[config.mk]
export PLATFORM = sky130hd
export DESIGN_NAME = pwm_timebase
export DESIGN_NICKNAME = d
export VERILOG_FILES = /design/src/rtl/pwm_pkg.sv /design/src/rtl/pwm_prescaler.sv /design/src/rtl/pwm_timebase.sv
export SDC_FILE = /design/constraint.sdc
export NUM_CORES = 1
export LEC_CHECK = 0
export BUFFER_PORTS_ARGS = -buffer_cell sky130_fd_sc_hd__buf_2
export CELL_PAD_IN_SITES_DETAIL_PLACEMENT = 1
export CELL_PAD_IN_SITES_GLOBAL_PLACEMENT = 1
export CORE_MARGIN = 3
export CORE_UTILIZATION = 35
export CTS_CLUSTER_DIAMETER = 150
export DETAILED_ROUTE_END_ITERATION = 12
export PLACE_DENSITY = 0.73
export REMOVE_ABC_BUFFERS = 1
export SLEW_MARGIN = 20
export SYNTH_ARGS = -nofsm -noshare
export SYNTH_HDL_FRONTEND = slang
export SYNTH_SLANG_ARGS = --single-unit
export TNS_END_PERCENT = 30
[constraint.sdc]
create_clock -name clk -period 3.6 [get_ports clk]
set_clock_uncertainty 0.2 [all_clocks]
set_input_delay 0.36 -clock clk [delete_from_list [all_inputs] [get_ports clk]]
set_output_delay 0.36 -clock clk [all_outputs]
set_load 0.02 [all_outputs]
[src/rtl/pwm_pkg.sv]
// Shared types and default sizing for the PWM time-base.
// Latency: n/a (declarations only). Backpressure: n/a.
package pwm_pkg;

    localparam int PWM_WIDTH_DEF   = 16;
    localparam int PWM_MAX_PSC_DEF = 15;

    typedef enum logic [1:0] {
        MODE_UP      = 2'd0,
        MODE_DOWN    = 2'd1,
        MODE_UPDOWN  = 2'd2,
        MODE_ONESHOT = 2'd3
    } mode_t;

endpackage

[src/rtl/pwm_prescaler.sv]
// Power-of-two divider: tick every 2^N enabled, unfrozen cycles; fire is combinational, tick registered.
// Latency: tick one cycle after the counting edge. Backpressure: none, en/freeze simply hold the partial count.
module pwm_prescaler #(
    parameter int MAX_PSC = 15,
    parameter int PSC_W   = $clog2(MAX_PSC + 1)
) (
    input  logic             clk,
    input  logic             rst_n,
    input  logic             en,
    input  logic             freeze,
    input  logic             clear,
    input  logic [PSC_W-1:0] prescale,
    output logic             fire,
    output logic             tick
);

    localparam int LW = MAX_PSC + 1;

    logic [MAX_PSC-1:0] psc_cnt_q, psc_cnt_d;
    logic               tick_q, tick_d;
    logic [31:0]        n_ext;
    logic [31:0]        n_eff;
    logic [LW-1:0]      limit;

    always_comb begin
        n_ext = 32'(prescale);
        n_eff = (n_ext > 32'(MAX_PSC)) ? 32'(MAX_PSC) : n_ext;
        limit = (LW'(1) << n_eff) - LW'(1);

        // >= rather than == so lowering N mid-count fires at once instead of wrapping
        fire  = en && !freeze && ({1'b0, psc_cnt_q} >= limit);

        psc_cnt_d = psc_cnt_q;
        if (clear) begin
            psc_cnt_d = '0;
        end else if (en && !freeze) begin
            psc_cnt_d = fire ? '0 : psc_cnt_q + MAX_PSC'(1);
        end
        tick_d = fire && !clear;
    end

    always_ff @(posedge clk or negedge rst_n) begin
        if (!rst_n) begin
            psc_cnt_q <= '0;
            tick_q    <= 1'b0;
        end else begin
            psc_cnt_q <= psc_cnt_d;
            tick_q    <= tick_d;
        end
    end

    assign tick = tick_q;

endmodule

[src/rtl/pwm_timebase.sv]
// PWM time-base: prescaled WIDTH-bit counter (up/down/centre/one-shot) with double-buffered period and mode.
// Latency: count and pulses update on the edge the prescaler fires. Backpressure: none, en freezes the time-base.
module pwm_timebase
    import pwm_pkg::*;
#(
    parameter int WIDTH   = PWM_WIDTH_DEF,
    parameter int MAX_PSC = PWM_MAX_PSC_DEF,
    parameter int PSC_W   = $clog2(MAX_PSC + 1)
) (
    input  logic             clk,
    input  logic             rst_n,
    input  logic             en,
    input  logic             count_reset,
    input  logic [1:0]       mode,
    input  logic [WIDTH-1:0] period,
    input  logic [PSC_W-1:0] prescale,
    output logic [WIDTH-1:0] count_val,
    output logic             dir,
    output logic             tick,
    output logic             ovf,
    output logic             unf,
    output logic             done
);

    logic [WIDTH-1:0] count_q, count_d;
    logic [WIDTH-1:0] act_period_q, act_period_d;
    mode_t            act_mode_q, act_mode_d;
    logic             dir_q, dir_d;
    logic             ovf_q, ovf_d;
    logic             unf_q, unf_d;
    logic             done_q, done_d;
    logic             psc_fire;
    logic             upd_evt;
    logic [WIDTH-1:0] p;

    pwm_prescaler #(
        .MAX_PSC (MAX_PSC),
        .PSC_W   (PSC_W)
    ) u_psc (
        .clk      (clk),
        .rst_n    (rst_n),
        .en       (en),
        .freeze   (done_q),
        .clear    (count_reset),
        .prescale (prescale),
        .fire     (psc_fire),
        .tick     (tick)
    );

    always_comb begin
        p       = act_period_q;
        count_d = count_q;
        dir_d   = dir_q;
        done_d  = done_q;
        ovf_d   = 1'b0;
        unf_d   = 1'b0;

        if (psc_fire) begin
            case (act_mode_q)
                MODE_UP: begin
                    dir_d = 1'b1;
                    if (count_q >= p) begin
                        count_d = '0;
                        ovf_d   = 1'b1;
                    end else begin
                        count_d = count_q + WIDTH'(1);
                    end
                end
                MODE_DOWN: begin
                    dir_d = 1'b0;
                    if (count_q == '0) begin
                        count_d = p;
                        unf_d   = 1'b1;
                    end else begin
                        count_d = count_q - WIDTH'(1);
                    end
                end
                MODE_UPDOWN: begin
                    // a zero period degenerates to a stuck-at-0 up counter
                    if (p == '0) begin
                        count_d = '0;
                        ovf_d   = 1'b1;
                        dir_d   = 1'b1;
                    end else if (dir_q) begin
                        if (count_q >= p) begin
                            count_d = p - WIDTH'(1);
                            ovf_d   = 1'b1;
                            dir_d   = 1'b0;
                        end else begin
                            count_d = count_q + WIDTH'(1);
                        end
                    end else begin
                        if (count_q == '0) begin
                            count_d = WIDTH'(1);
                            unf_d   = 1'b1;
                            dir_d   = 1'b1;
                        end else begin
                            count_d = count_q - WIDTH'(1);
                        end
                    end
                end
                MODE_ONESHOT: begin
                    dir_d = 1'b1;
                    if (count_q >= p) begin
                        count_d = p;
                        ovf_d   = 1'b1;
                        done_d  = 1'b1;
                    end else begin
                        count_d = count_q + WIDTH'(1);
                    end
                end
                default: ;
            endcase
        end

        // shadow load: the event edge still used the old period/mode above
        upd_evt      = ovf_d || unf_d;
        act_period_d = act_period_q;
        act_mode_d   = act_mode_q;
        if (!en || count_reset || upd_evt) begin
            act_period_d = period;
            act_mode_d   = mode_t'(mode);
        end

        if (count_reset) begin
            count_d = '0;
            dir_d   = (mode_t'(mode) != MODE_DOWN);
            done_d  = 1'b0;
            ovf_d   = 1'b0;
            unf_d   = 1'b0;
        end
    end

    always_ff @(posedge clk or negedge rst_n) begin
        if (!rst_n) begin
            count_q      <= '0;
            dir_q        <= 1'b1;
            ovf_q        <= 1'b0;
            unf_q        <= 1'b0;
            done_q       <= 1'b0;
            act_period_q <= '0;
            act_mode_q   <= MODE_UP;
        end else begin
            count_q      <= count_d;
            dir_q        <= dir_d;
            ovf_q        <= ovf_d;
            unf_q        <= unf_d;
            done_q       <= done_d;
            act_period_q <= act_period_d;
            act_mode_q   <= act_mode_d;
        end
    end

    assign count_val = count_q;
    assign dir       = dir_q;
    assign ovf       = ovf_q;
    assign unf       = unf_q;
    assign done      = done_q;

endmodule

* Word-level counts from Yosys, hierarchy flattened *
Index checks and enable logic that the tools add are counted.

word-level totals
  bits in registers = 54
  output and inout bits = 21

cells by class
  $add $sub $neg = 5
  $lt $le $gt $ge = 2
  eq/ne operators = 4
  shifts and indexed selects = 1
  mux-type cells = 35
  reductions and logical operators = 18

operators with widths
  cell                   number
  $mux 16                9
  $pmux 16 s4            1
  $mux 15                3
  $logic_not 16->1       2
  $sub 16x1->16 const B  2
  $mux 1                 19
  $add 16x1->16 const B  1
  $ge 15x16->1           1
  $ge 16x16->1           1
  $shl 1x4->16 const A   1
  $sub 16x2->16 const B  1
  $add 15x1->15 const B  1
  $reduce_bool 2->1      4
  $eq 2x2->1 const B     2
  $pmux 1 s2             2
  $logic_and 1x1->1      3
  $logic_not 1->1        3
  $logic_or 1x1->1       3
  $pmux 1 s3             1
  $reduce_and 3->1       1
  $eq 2x1->1 const B     1
  $logic_not 2->1        1
  $ne 2x1->1 const B     1
  $reduce_or 2->1        1

* Logic depth before layout (Yosys ltp) *
  word-level depth = 8
  depth in mapped cells = 17
  mapped depth without buffers = 15

* By module *
From an unflattened synthesis, not the netlist that was laid out.

unflattened totals
  cell total of the unflattened synthesis = 668
  area, all modules = 5,293.8 µm²

modules (own cells, without submodules)
  module         instances  cells each  area each (µm²)  seq. area each (µm²)
  pwm_timebase   1          497         3,871.2          952.2
  pwm_prescaler  1          171         1,422.6          400.4

* Worst setup path before layout *
OpenSTA, ideal clock, no wires.

  kind = input -> register
  from = input prescale[0]
  to = register count_q[4] (netlist: count_val[4])
  setup time = 129 ps
  arrival = 4,164 ps
  required time = 3,271 ps
  slack = -893 ps
  stages on the path = 17
  path buffers = 3
  path through = clkbuf_1 > or2_2 > or3_1 > ha_1 > clkbuf_1 > nor4_1 > a31oi_1 > o22a_1 > ha_1 > a21oi_1 > nand2_1 > a2111oi_1 > o41ai_2 > nand3_1 > clkbuf_1 > nor3_1 > a2111o_1

on the way
  word-level cells in the longest chain between the ends = 5

ends and longest elaborated chain
  item                         line                 RTL
  from (decl)                  pwm_timebase.sv:16   input logic [PSC_W-1:0] prescale,
  $shl 1x4->16                 pwm_prescaler.sv:28  limit = (LW'(1) << n_eff) - LW'(1);
  $sub 16x2->16                pwm_prescaler.sv:28
  $ge 15x16->1                 pwm_prescaler.sv:31  fire = en && !freeze && ({1'b0, psc_cnt_q} >= limit);
  $logic_and 1x1->1            pwm_prescaler.sv:31
  $reduce_bool 2->1 (no line)  --
  to (signal assigned)         pwm_timebase.sv:144  count_q <= count_d;
  to (decl)                    pwm_timebase.sv:25   logic [WIDTH-1:0] count_q, count_d;

No other way between the ends.
A chain may end at the register's enable or synchronous reset.

* Final worst setup path *
  from = input prescale[0]
  to = register act_period_q[11]

on the way
  word-level cells in the longest chain between the ends = 7
  elaborated cells between the ends (all ways) = 8

ends and longest elaborated chain
  item                   line                 RTL
  $shl 1x4->16 (*)       pwm_prescaler.sv:28
  $sub 16x2->16 (*)      pwm_prescaler.sv:28
  $ge 15x16->1 (*)       pwm_prescaler.sv:31
  $logic_and 1x1->1 (*)  pwm_prescaler.sv:31
  $mux 1                 pwm_timebase.sv:58   if (psc_fire) begin
  $logic_or 1x1->1 (*)   pwm_timebase.sv:117  upd_evt = ovf_d || unf_d;
  $logic_or 1x1->1 (*)   pwm_timebase.sv:120  if (!en || count_reset || upd_evt) begin
  to (signal assigned)   pwm_timebase.sv:149  act_period_q <= act_period_d;
  to (decl)              pwm_timebase.sv:26   logic [WIDTH-1:0] act_period_q, act_period_d;

Mark *: on every way between the ends. The rest lies on a longest branch, timed or not.

==> impl_metrics.yaml <==
final_layout:
  diodes: 0
  finalInstanceArea_um2: 6380
  mostFrequentLayoutCells: "buf_4, dfrtp_1, nor2_1"
  nFillCells: 1684
  layout_commonest_cell: "buf_4"
  final_nets: 776
  drive_gt1_share_pct: 26.9
  area_growth_pct: 26.6
sta:
  grt_setup_unrepaired: "true"
  period_needed_ns: 3.67
  slew_headroom_pct: 55.9
  hold_viol: 0
  slew_viol_final: 0
  fmax_mhz: 272
  tightest_slew_ns: 0.662
  timing.final.crit_share_pct: 102
  fin_ws_ns: -0.0703
  hold_slack_ns: 0.0746
  setup_viol: 18
run_status:
  status: "finished, violations left"
  failed_checks: "setup timing"
drt:
  wire_per_inst_um: 23.4
  avgViaCountPerCell: 6.21
  drt_first_pass_iters: 6
  initialDrtViolationCount: 636
  wirelength_um: 20800
  postRouteAntennaNets: 0
  drc: 0
  via_count: 5517
worst_setup_path:
  critical_path.startpoint_type: "input port"
  critPathBufInv: 5
  worst_path_largest_cell_delay_ns: 0.35
  end_kind: "flip-flop"
  r2r-start: "act_period_q[0]"
  r2r_slack_ns: 0.03
  critPathArrivalTime_ns: 3.67
  slowest_stage: "or3_4"
  path_class: "in2reg"
  crit_chain: "buf_6 -> or2_4 -> or3_4 -> ha_4 -> buf_6 -> a31oi_2 -> o22a_1 -> ha_4 -> nand4_1 -> nor2_2 -> a2111oi_4 -> buf_4 -> o41ai_4 -> nand2_2 -> o211ai_4 -> buf_12 -> buf_16 -> mux2_4"
  r2r_end: "act_period_q[11]"
  cp.depth: 18
  crit_fanout: 8
  required_ns: 3.60
  rr_worst_depth: 12
  cp_top_family: "compound AO/OA/AOI/OAI gates"
synthesis:
  syn_area_um2: 5040
  synth-edff-count: 0
  yosys_most_used_dff: "dfrtp_1"
  synth_seq_cells: 54
  yosysUniqueCellTypes: 70
  synthCells: 610
  async_flop_share_pct: 100
  ys_warn_count: 0
  syn_area_per_cell_um2: 8.27
  ys_seq_area_share_pct: 26.8
clocking:
  htreeDepth: 2
  cts.sinks: 54
  cts_root_buf: "clkbuf_16"
  clk_latency_ns: 0.32
  cts.path.max_buffers: 2
  tritoncts: "built"
  clkTransAtPathRegs_ns: 0.08
  cts_buffers: 5
floorplan:
  std_cell_rows: 43
  io_pins: 47
  die-area_um2: 15900
  design.core.area_um2: 14000
  start_util_pct: 36.0
  die_h_um: 126
  die_width_um: 126
grt:
  grt_pass1_vias: 5775
  gr-usage-all-layers_pct: 25.9
  grt_pass1_wl_um: 32600
  grt-ovfl-total: 0
  grt_max_degree: 30
  grt_antenna_before_repair: 0
flow_run:
  max_cap_viol_count: 0
placement:
  gp_congestion: 1.00
  place_hpwl_um: 15100
  dpl_cell_area_um2: 5870
  pre_cts_slack_ns: -0.593
  numPortBuffers: 46
power_and_ir_drop:
  power_density_nw_per_um2: 257
  switching_share_pct: 32.2
  intPower_mw: 1.11
  p_leak_nw: 3.00
  power_frac_clock_pct: 36.1
  switchingPower_mw: 0.528
  p_total_mw: 1.64
  pwr-share-seq_pct: 39.9
  peakVddDrop_mv: 0.193
  power_frac_comb_pct: 24.0
min_path:
  hp-class: "in2reg"
  hold_depth: 2
  hold-path-endpoint: "act_period_q[0]"
  holdCritStartpoint: "period[0]"
what timing repair did:
action,in CTS,in global routing
buffers inserted,8,2
endpoints found under the setup margin,54,52
hold endpoints to repair,25,0
hold buffers,1,0
gates cloned,2,1
pin swaps,14,3
resized for setup,29,24
area by class of cell:
class	instances	area, µm²	area share, %
clock inverter	3	45.0	0.706
timing repair buffer	125	898	14.1
sequential	54	1350	21.2
inverter	35	131	2.06
clock buffer	5	125	1.96
tap	180	225	3.53
multi-input combinational	487	3600	56.5
layer usage:
| metal | GRT usage [%] | vias to the layer above | share of wire (%) |
|---|---|---|---|
| met5 | 0 | - | 0 |
| met4 | 8.96 | 0 | 3.0 |
| met3 | 4.92 | 51 | 8.4 |
| met2 | 42.6 | 297 | 47 |
| met1 | 34.1 | 2704 | 42 |
| li1 | - | 2465 | - |
state kept, by name, summed over array words and instances (netlist names), 2 cells and up:
signal           flops
act_period_q        16
count_val           16
u_psc.psc_cnt_q     15
act_mode_q           2
kinds of logic after synthesis:
group	share of synthesized area [%]
AO/OA/AOI/OAI	22.6
XOR/XNOR	6.60
adder cells (fa/ha/maj)	10.4
buffers and inverters	5.43
flip-flops	26.8
multiplexers	5.38
AND/OR/NAND/NOR	22.7
synthesized netlist by cell type (9+ instances only):
master    instances  area (µm²)
dfrtp_1          53        1330
ha_1             42         526
o21ai_0          30         150
nor4_1           10        62.6
nand4_1          13        81.3
and4_1            9        78.8
xor2_1           19         166
xnor2_1          19         166
mux2_2            9         101
nand2_1          42         158
nand3_1          34         170
clkbuf_1         27         101
mux2_4           10         150
nor2_1           54         203
nor3_1           29         145
inv_1            34         128
a21oi_1          36         180
power by group through the flow:
stage | sequential, mW | combinational, mW | clock (mW)
2_1_floorplan | 0.663 | 0.189 | 0
3_3_place_gp | 0.663 | 0.333 | 0
3_5_place_dp | 0.665 | 0.345 | 0
4_1_cts | 0.654 | 0.377 | 0.597
5_1_grt | 0.658 | 0.424 | 0.614
6_report | 0.654 | 0.393 | 0.593
metrics by stage:
stage                     setup TNS, ns  cells  util, %
after floorplan                  -21.92    576        -
after global placement           -19.99    869     42.0
after detailed placement         -25.02    869     42.0
after CTS                             0    888     45.0
after global routing              -6.60    889     45.6
final                            -0.771    889     45.6
how the worst max path moves through the flow:
| stage | start | endpoint |
|---|---|---|
| after floorplan | prescale[0] | count_val[13] |
| after global placement | prescale[0] | count_val[4] |
| after detailed placement | prescale[0] | count_val[4] |
| after CTS | prescale[1] | act_period_q[3] |
| after global routing | prescale[0] | act_period_q[11] |
| final | prescale[0] | act_period_q[11] |
worst register-to-register path, stage by stage (launching register included):
cell and delay, ns:
dfrtp_1 0.38, buf_4 0.16, inv_1 0.10, ha_1 0.20, nor4b_1 0.40, nand4_2 0.34, a31oi_4 0.42, nor2_2 0.09
nor3_2 0.36, o211ai_4 0.20, buf_12 0.18, buf_16 0.13, mux2_4 0.29
Power figures use the tool's default switching activity.
